`src/rtl/pipe_pkg.sv`:
```
// Shared constants and types for the pipeline sequencing block.
// Stage indices, PC width and the sequential fetch step.
package pipe_pkg;

  localparam int XLEN   = 32;
  localparam int NSTAGE = 5;

  localparam int ST_IF  = 0;
  localparam int ST_ID  = 1;
  localparam int ST_EX  = 2;
  localparam int ST_MEM = 3;
  localparam int ST_WB  = 4;

  localparam logic [XLEN-1:0] PC_STEP = 32'd4;

  typedef logic [XLEN-1:0] pc_t;

  // Sequential fetch; wraps silently at 2^XLEN.
  function automatic pc_t pc_inc(input pc_t pc);
    return pc + PC_STEP;
  endfunction

endpackage

```
`src/rtl/pipe_stage_reg.sv`:
```
// One pipeline stage: valid bit plus PC with advance/hold/kill controls.
// A held stage keeps its PC but can still be killed in place.
module pipe_stage_reg
  import pipe_pkg::*;
(
  input  logic clk_i,
  input  logic rst_i,
  input  logic adv_i,
  input  logic hold_i,
  input  logic kill_i,
  input  logic v_i,
  input  pc_t  pc_i,
  output logic v_o,
  output pc_t  pc_o
);

  logic v_q, v_d;
  pc_t  pc_q, pc_d;

  always_comb begin
    v_d  = v_q;
    pc_d = pc_q;
    if (adv_i) begin
      if (hold_i) begin
        v_d = v_q & ~kill_i;
      end else begin
        v_d  = v_i & ~kill_i;
        pc_d = pc_i;
      end
    end
  end

  always_ff @(posedge clk_i or posedge rst_i) begin
    if (rst_i) begin
      v_q  <= 1'b0;
      pc_q <= '0;
    end else begin
      v_q  <= v_d;
      pc_q <= pc_d;
    end
  end

  assign v_o  = v_q;
  assign pc_o = pc_q;

endmodule

```
`src/rtl/pipe_stage_ctrl.sv`:
```
// Pipeline sequencing: stage valids, per-stage PCs, fetch PC and held redirects.
// Optional stall/flush counters when PIPE_PERF_CNT_EN is defined.
module pipe_stage_ctrl
  import pipe_pkg::*;
#(
  parameter logic [XLEN-1:0] RESET_PC = 32'h0000_0000
) (
  input  logic            clk,
  input  logic            reset,
  input  logic            imem_ready,
  input  logic            dmem_ready,
  input  logic            stop_IF,
  input  logic            stop_ID,
  input  logic            set_invalid_IF,
  input  logic            set_invalid_ID,
  input  logic            set_invalid_EX,
  input  logic            set_invalid_MEM,
  input  logic            set_invalid_WB,
  input  logic            redirect,
  input  logic [XLEN-1:0] redirect_pc,
  output logic            go_to_next,
  output logic            IF_invalid,
  output logic            ID_invalid,
  output logic            EX_invalid,
  output logic            MEM_invalid,
  output logic            WB_invalid,
  output logic [XLEN-1:0] IF_PC,
  output logic [XLEN-1:0] ID_PC,
  output logic [XLEN-1:0] EX_PC,
  output logic [XLEN-1:0] MEM_PC,
  output logic [XLEN-1:0] WB_PC,
  output logic            retire
`ifdef PIPE_PERF_CNT_EN
  ,
  output logic [31:0]     stall_cycles,
  output logic [31:0]     flush_count
`endif
);

  logic go;
  logic flush;

  logic if_v_q, if_v_d;
  pc_t  if_pc_q, if_pc_d;
  logic pend_q, pend_d;
  pc_t  pend_pc_q, pend_pc_d;

  logic id_v, ex_v, mem_v, wb_v;
  pc_t  id_pc, ex_pc, mem_pc, wb_pc;
  logic id_kill, ex_kill, mem_kill, wb_kill;

  logic [NSTAGE-1:0] vld;

  assign go    = imem_ready & dmem_ready;
  // A held redirect squashes the younger stages when it is applied.
  assign flush = pend_q;

  always_comb begin
    if_v_d  = if_v_q;
    if_pc_d = if_pc_q;
    if (go) begin
      if_v_d = 1'b1;
      if (redirect) begin
        if_pc_d = redirect_pc;
      end else if (pend_q) begin
        if_pc_d = pend_pc_q;
      end else if (!stop_IF) begin
        if_pc_d = pc_inc(if_pc_q);
      end
    end
  end

  always_comb begin
    pend_d    = pend_q;
    pend_pc_d = pend_pc_q;
    if (go) begin
      pend_d = 1'b0;
    end else if (redirect) begin
      pend_d    = 1'b1;
      pend_pc_d = redirect_pc;
    end
  end

  always_ff @(posedge clk or posedge reset) begin
    if (reset) begin
      if_v_q    <= 1'b1;
      if_pc_q   <= RESET_PC;
      pend_q    <= 1'b0;
      pend_pc_q <= '0;
    end else begin
      if_v_q    <= if_v_d;
      if_pc_q   <= if_pc_d;
      pend_q    <= pend_d;
      pend_pc_q <= pend_pc_d;
    end
  end

  // A held ID slot is killed by its own request; a loading one by IF's.
  assign id_kill  = flush | (stop_ID ? set_invalid_ID : set_invalid_IF);
  assign ex_kill  = flush | set_invalid_ID | stop_ID;
  assign mem_kill = flush | set_invalid_EX;
  assign wb_kill  = set_invalid_MEM;

  pipe_stage_reg u_id (
    .clk_i  (clk),
    .rst_i  (reset),
    .adv_i  (go),
    .hold_i (stop_ID),
    .kill_i (id_kill),
    .v_i    (if_v_q),
    .pc_i   (if_pc_q),
    .v_o    (id_v),
    .pc_o   (id_pc)
  );

  pipe_stage_reg u_ex (
    .clk_i  (clk),
    .rst_i  (reset),
    .adv_i  (go),
    .hold_i (1'b0),
    .kill_i (ex_kill),
    .v_i    (id_v),
    .pc_i   (id_pc),
    .v_o    (ex_v),
    .pc_o   (ex_pc)
  );

  pipe_stage_reg u_mem (
    .clk_i  (clk),
    .rst_i  (reset),
    .adv_i  (go),
    .hold_i (1'b0),
    .kill_i (mem_kill),
    .v_i    (ex_v),
    .pc_i   (ex_pc),
    .v_o    (mem_v),
    .pc_o   (mem_pc)
  );

  pipe_stage_reg u_wb (
    .clk_i  (clk),
    .rst_i  (reset),
    .adv_i  (go),
    .hold_i (1'b0),
    .kill_i (wb_kill),
    .v_i    (mem_v),
    .pc_i   (mem_pc),
    .v_o    (wb_v),
    .pc_o   (wb_pc)
  );

  assign vld[ST_IF]  = if_v_q;
  assign vld[ST_ID]  = id_v;
  assign vld[ST_EX]  = ex_v;
  assign vld[ST_MEM] = mem_v;
  assign vld[ST_WB]  = wb_v;

  assign go_to_next  = go;
  assign IF_invalid  = ~vld[ST_IF];
  assign ID_invalid  = ~vld[ST_ID];
  assign EX_invalid  = ~vld[ST_EX];
  assign MEM_invalid = ~vld[ST_MEM];
  assign WB_invalid  = ~vld[ST_WB];
  assign IF_PC       = if_pc_q;
  assign ID_PC       = id_pc;
  assign EX_PC       = ex_pc;
  assign MEM_PC      = mem_pc;
  assign WB_PC       = wb_pc;
  assign retire      = vld[ST_WB] & ~set_invalid_WB;

`ifdef PIPE_PERF_CNT_EN
  logic [31:0] stall_q, stall_d;
  logic [31:0] flcnt_q, flcnt_d;

  always_comb begin
    stall_d = stall_q;
    flcnt_d = flcnt_q;
    if (!go || stop_ID) begin
      stall_d = stall_q + 32'd1;
    end
    if (go && (redirect || pend_q)) begin
      flcnt_d = flcnt_q + 32'd1;
    end
  end

  always_ff @(posedge clk or posedge reset) begin
    if (reset) begin
      stall_q <= '0;
      flcnt_q <= '0;
    end else begin
      stall_q <= stall_d;
      flcnt_q <= flcnt_d;
    end
  end

  assign stall_cycles = stall_q;
  assign flush_count  = flcnt_q;
`endif

endmodule

```
`config.mk`:
```
export PLATFORM = sky130hd
export DESIGN_NAME = pipe_stage_ctrl
export DESIGN_NICKNAME = d
export VERILOG_FILES = /design/src/rtl/pipe_pkg.sv /design/src/rtl/pipe_stage_reg.sv /design/src/rtl/pipe_stage_ctrl.sv
export SDC_FILE = /design/constraint.sdc
export NUM_CORES = 1
export LEC_CHECK = 0
export CELL_PAD_IN_SITES_DETAIL_PLACEMENT = 0
export CELL_PAD_IN_SITES_GLOBAL_PLACEMENT = 2
export CORE_UTILIZATION = 34
export CTS_CLUSTER_SIZE = 16
export DETAILED_ROUTE_END_ITERATION = 10
export HOLD_SLACK_MARGIN = 0.06
export PLACE_DENSITY = 0.83
export SYNTH_ARGS = -nofsm -noshare
export SYNTH_HDL_FRONTEND = slang
export SYNTH_HIERARCHICAL = 1
export SYNTH_SLANG_ARGS = --single-unit
```
`constraint.sdc`:
```
create_clock -name clk -period 2.3 [get_ports clk]
set_input_delay 0.23 -clock clk [delete_from_list [all_inputs] [get_ports clk]]
set_output_delay 0.23 -clock clk [all_outputs]
set_load 0.005 [all_outputs]
```
==> metrics <==
final setup vio count=0; Power Density=1070 mW/mm^2; first-pass GRT wire length=39.4 mm; synth unique cells=66; Setup crit start kind=flop; global placer's final weighted congestion=0.776; Starting Density=34.8%; largest net degree at the start of global routing=66; minimum hold slack=0.199 ns; # DRC=0; MaxCap Viol Count=0; average wire per standard cell=19.1 um; hold buffers post-CTS=0; antenna-violating nets left=0; core area=0.0270 sq mm; Final Max Tran Viols=0; Max clock buf depth=2; Cells after Synth=701; area delta synth->final=34.2%; die width=168 um; share of layout cells above drive strength 1=27.2%; worst skew pair latency=0.43 ns; final hold viol count=0; Post-synth EDFFs=0; RSZ-0062 raised after global routing=no; worst r2r path cells=6; crit path max fanout=7; cts repair resizes=0; total track usage=18.1%; register area share after synthesis=52.5%; Syn Std Cell Area=0.00939 sq mm; vias in the first global route=6507; final core utilization=46.7%; nets=988; fmax=472 MHz; initial drt markers=376; crit path capture type=flop; setup tns final=0 ns; Vias=6422; maximum vdd ir drop=492 uV; Die Height=168 um; H-tree depth=4; clock sink count=197; critical path arrival=2.43 ns; vias per cell=4.95; top_reg_cell synth=dfrtp_1; WP data required=2.62 ns; Buffers on Ports=209; Worst Setup Path Type=flop to flop; num rows=60; most frequent cells in the layout=clkdlybuf4s50_1, dfrtp_1, mux2_4; CTS Buf Count=17; Yosys reg bits=197; fin crit share=92.0%; drt total wl=24.8 mm; die area=0.0283 sq mm; root buffer cell=clkbuf_16; drt pass-1 iters=4; ys async rst share=100%; number of post-CTS setup repair buffers=0; post-synthesis average cell area=13.4 sq um; CTS tree=built; Clk pin slew, worst setup/hold paths=0.08 ns; Tot Pwr=13.5 mW; antenna violations before repair=1; Yosys Warn Count=6; fin crit period=2.12 ns; Worst Skew=0.0143 ns; Hold Crit Class=primary input to asynchronous set/reset pin; number of top-level pins=211; status=finished clean; grt ovf=0; LEAKAGE=5.47 nW; most common cell after layout, fill and taps aside=clkdlybuf4s50_1; post-detail-place hpwl=19.0 mm
==> sequential cells by signal, summed over array words and instances (netlist names) <==
signal and count:
u_wb/pc_o 32, pend_pc_q 32, u_id/v_o 1, u_ex/pc_o 32
flush 1, u_mem/v_o 1, u_id/pc_o 32, u_wb/v_o 1
u_mem/pc_o 32, u_ex/v_o 1, IF_PC 32
==> per-stage QoR <==
| stage | cells | setup WS (ns) | cell area [sq um] |
|---|---|---|---|
| floorplan | 707 | 0.444 | 9420 |
| global placement | 1265 | 0.235 | 12000 |
| detailed placement | 1265 | 0.219 | 12000 |
| CTS | 1297 | 0.219 | 12600 |
| global route | 1298 | 0.0974 | 12600 |
| finish | 1298 | 0.183 | 12600 |
==> report_power, final <==
group          total [mW]  switching (mW)  internal, mW
registers            5.70            1.07          4.63
clock network        2.99            1.52          1.48
logic                4.83            1.39          3.44
==> critical path, cell delays in order, from the launching register on <==
cell	delay, ns
dfrtp_1	0.57
nand4_1	0.24
nor4_4	0.49
buf_4	0.21
and3_2	0.20
o21ai_0	0.13
o2bb2ai_1	0.16
==> kinds of logic after synthesis <==
| family | count (synthesis) | synth area share [%] |
|---|---|---|
| flops | 197 | 52.5 |
| fa+ha+maj | 1 | 0.133 |
| simple gates | 131 | 8.42 |
| mux | 161 | 23.9 |
| other cells | 2 | 0.0800 |
| buf+inv | 71 | 5.55 |
| xor+xnor | 7 | 0.653 |
| compound gates | 131 | 8.81 |
==> cell type report <==
| cell class | instances | area [sq um] |
|---|---|---|
| diodes | 1 | 2.50 |
| clock buffers | 17 | 425 |
| clock inverters | 15 | 180 |
| fillers | 2447 | 14400 |
| inverters | 29 | 109 |
| multi-input cells | 439 | 3970 |
| flip-flops and latches | 197 | 4930 |
| well taps | 341 | 427 |
| repair buffers | 259 | 2570 |
==> cell usage after synthesis, types with 11 or more instances <==
cell type  number  area share (%)
o21ai_0        44             2.3
nor2_1         25             1.0
dfrtp_1       197              52
a21oi_1        31             1.7
mux2_4        116              19
nand2_1        32             1.3
buf_2          12            0.64
and3_1         11            0.73
mux2_2         38             4.6
buf_12         12             2.6
inv_1          27             1.1
==> routing by layer <==
layer / share of wire [%] / vias to the layer above / GRT usage (%) / wire length [um]
li1: - / 3026 / - / -
met1: 48 / 3208 / 25.1 / 11800
met2: 46 / 165 / 28.4 / 11500
met3: 4.0 / 23 / 3.69 / 986
met4: 2.0 / 0 / 5.61 / 486
met5: 0 / - / 0 / 0
==> final timing paths <==
path / startpoint / end / slack (ns)
max: IF_PC[9] / IF_PC[19] / 0.18
min: reset / u_mem/pc_o[31] / 0.20
max reg2reg: IF_PC[9] / IF_PC[19] / 0.18
min reg2reg: pend_pc_q[25] / pend_pc_q[25] / 0.50
max in group asynchronous: reset / u_mem/pc_o[17] / 1.44
min in group clk: redirect_pc[14] / pend_pc_q[14] / 0.44
Note: power is estimated with default switching activity, not from simulation.
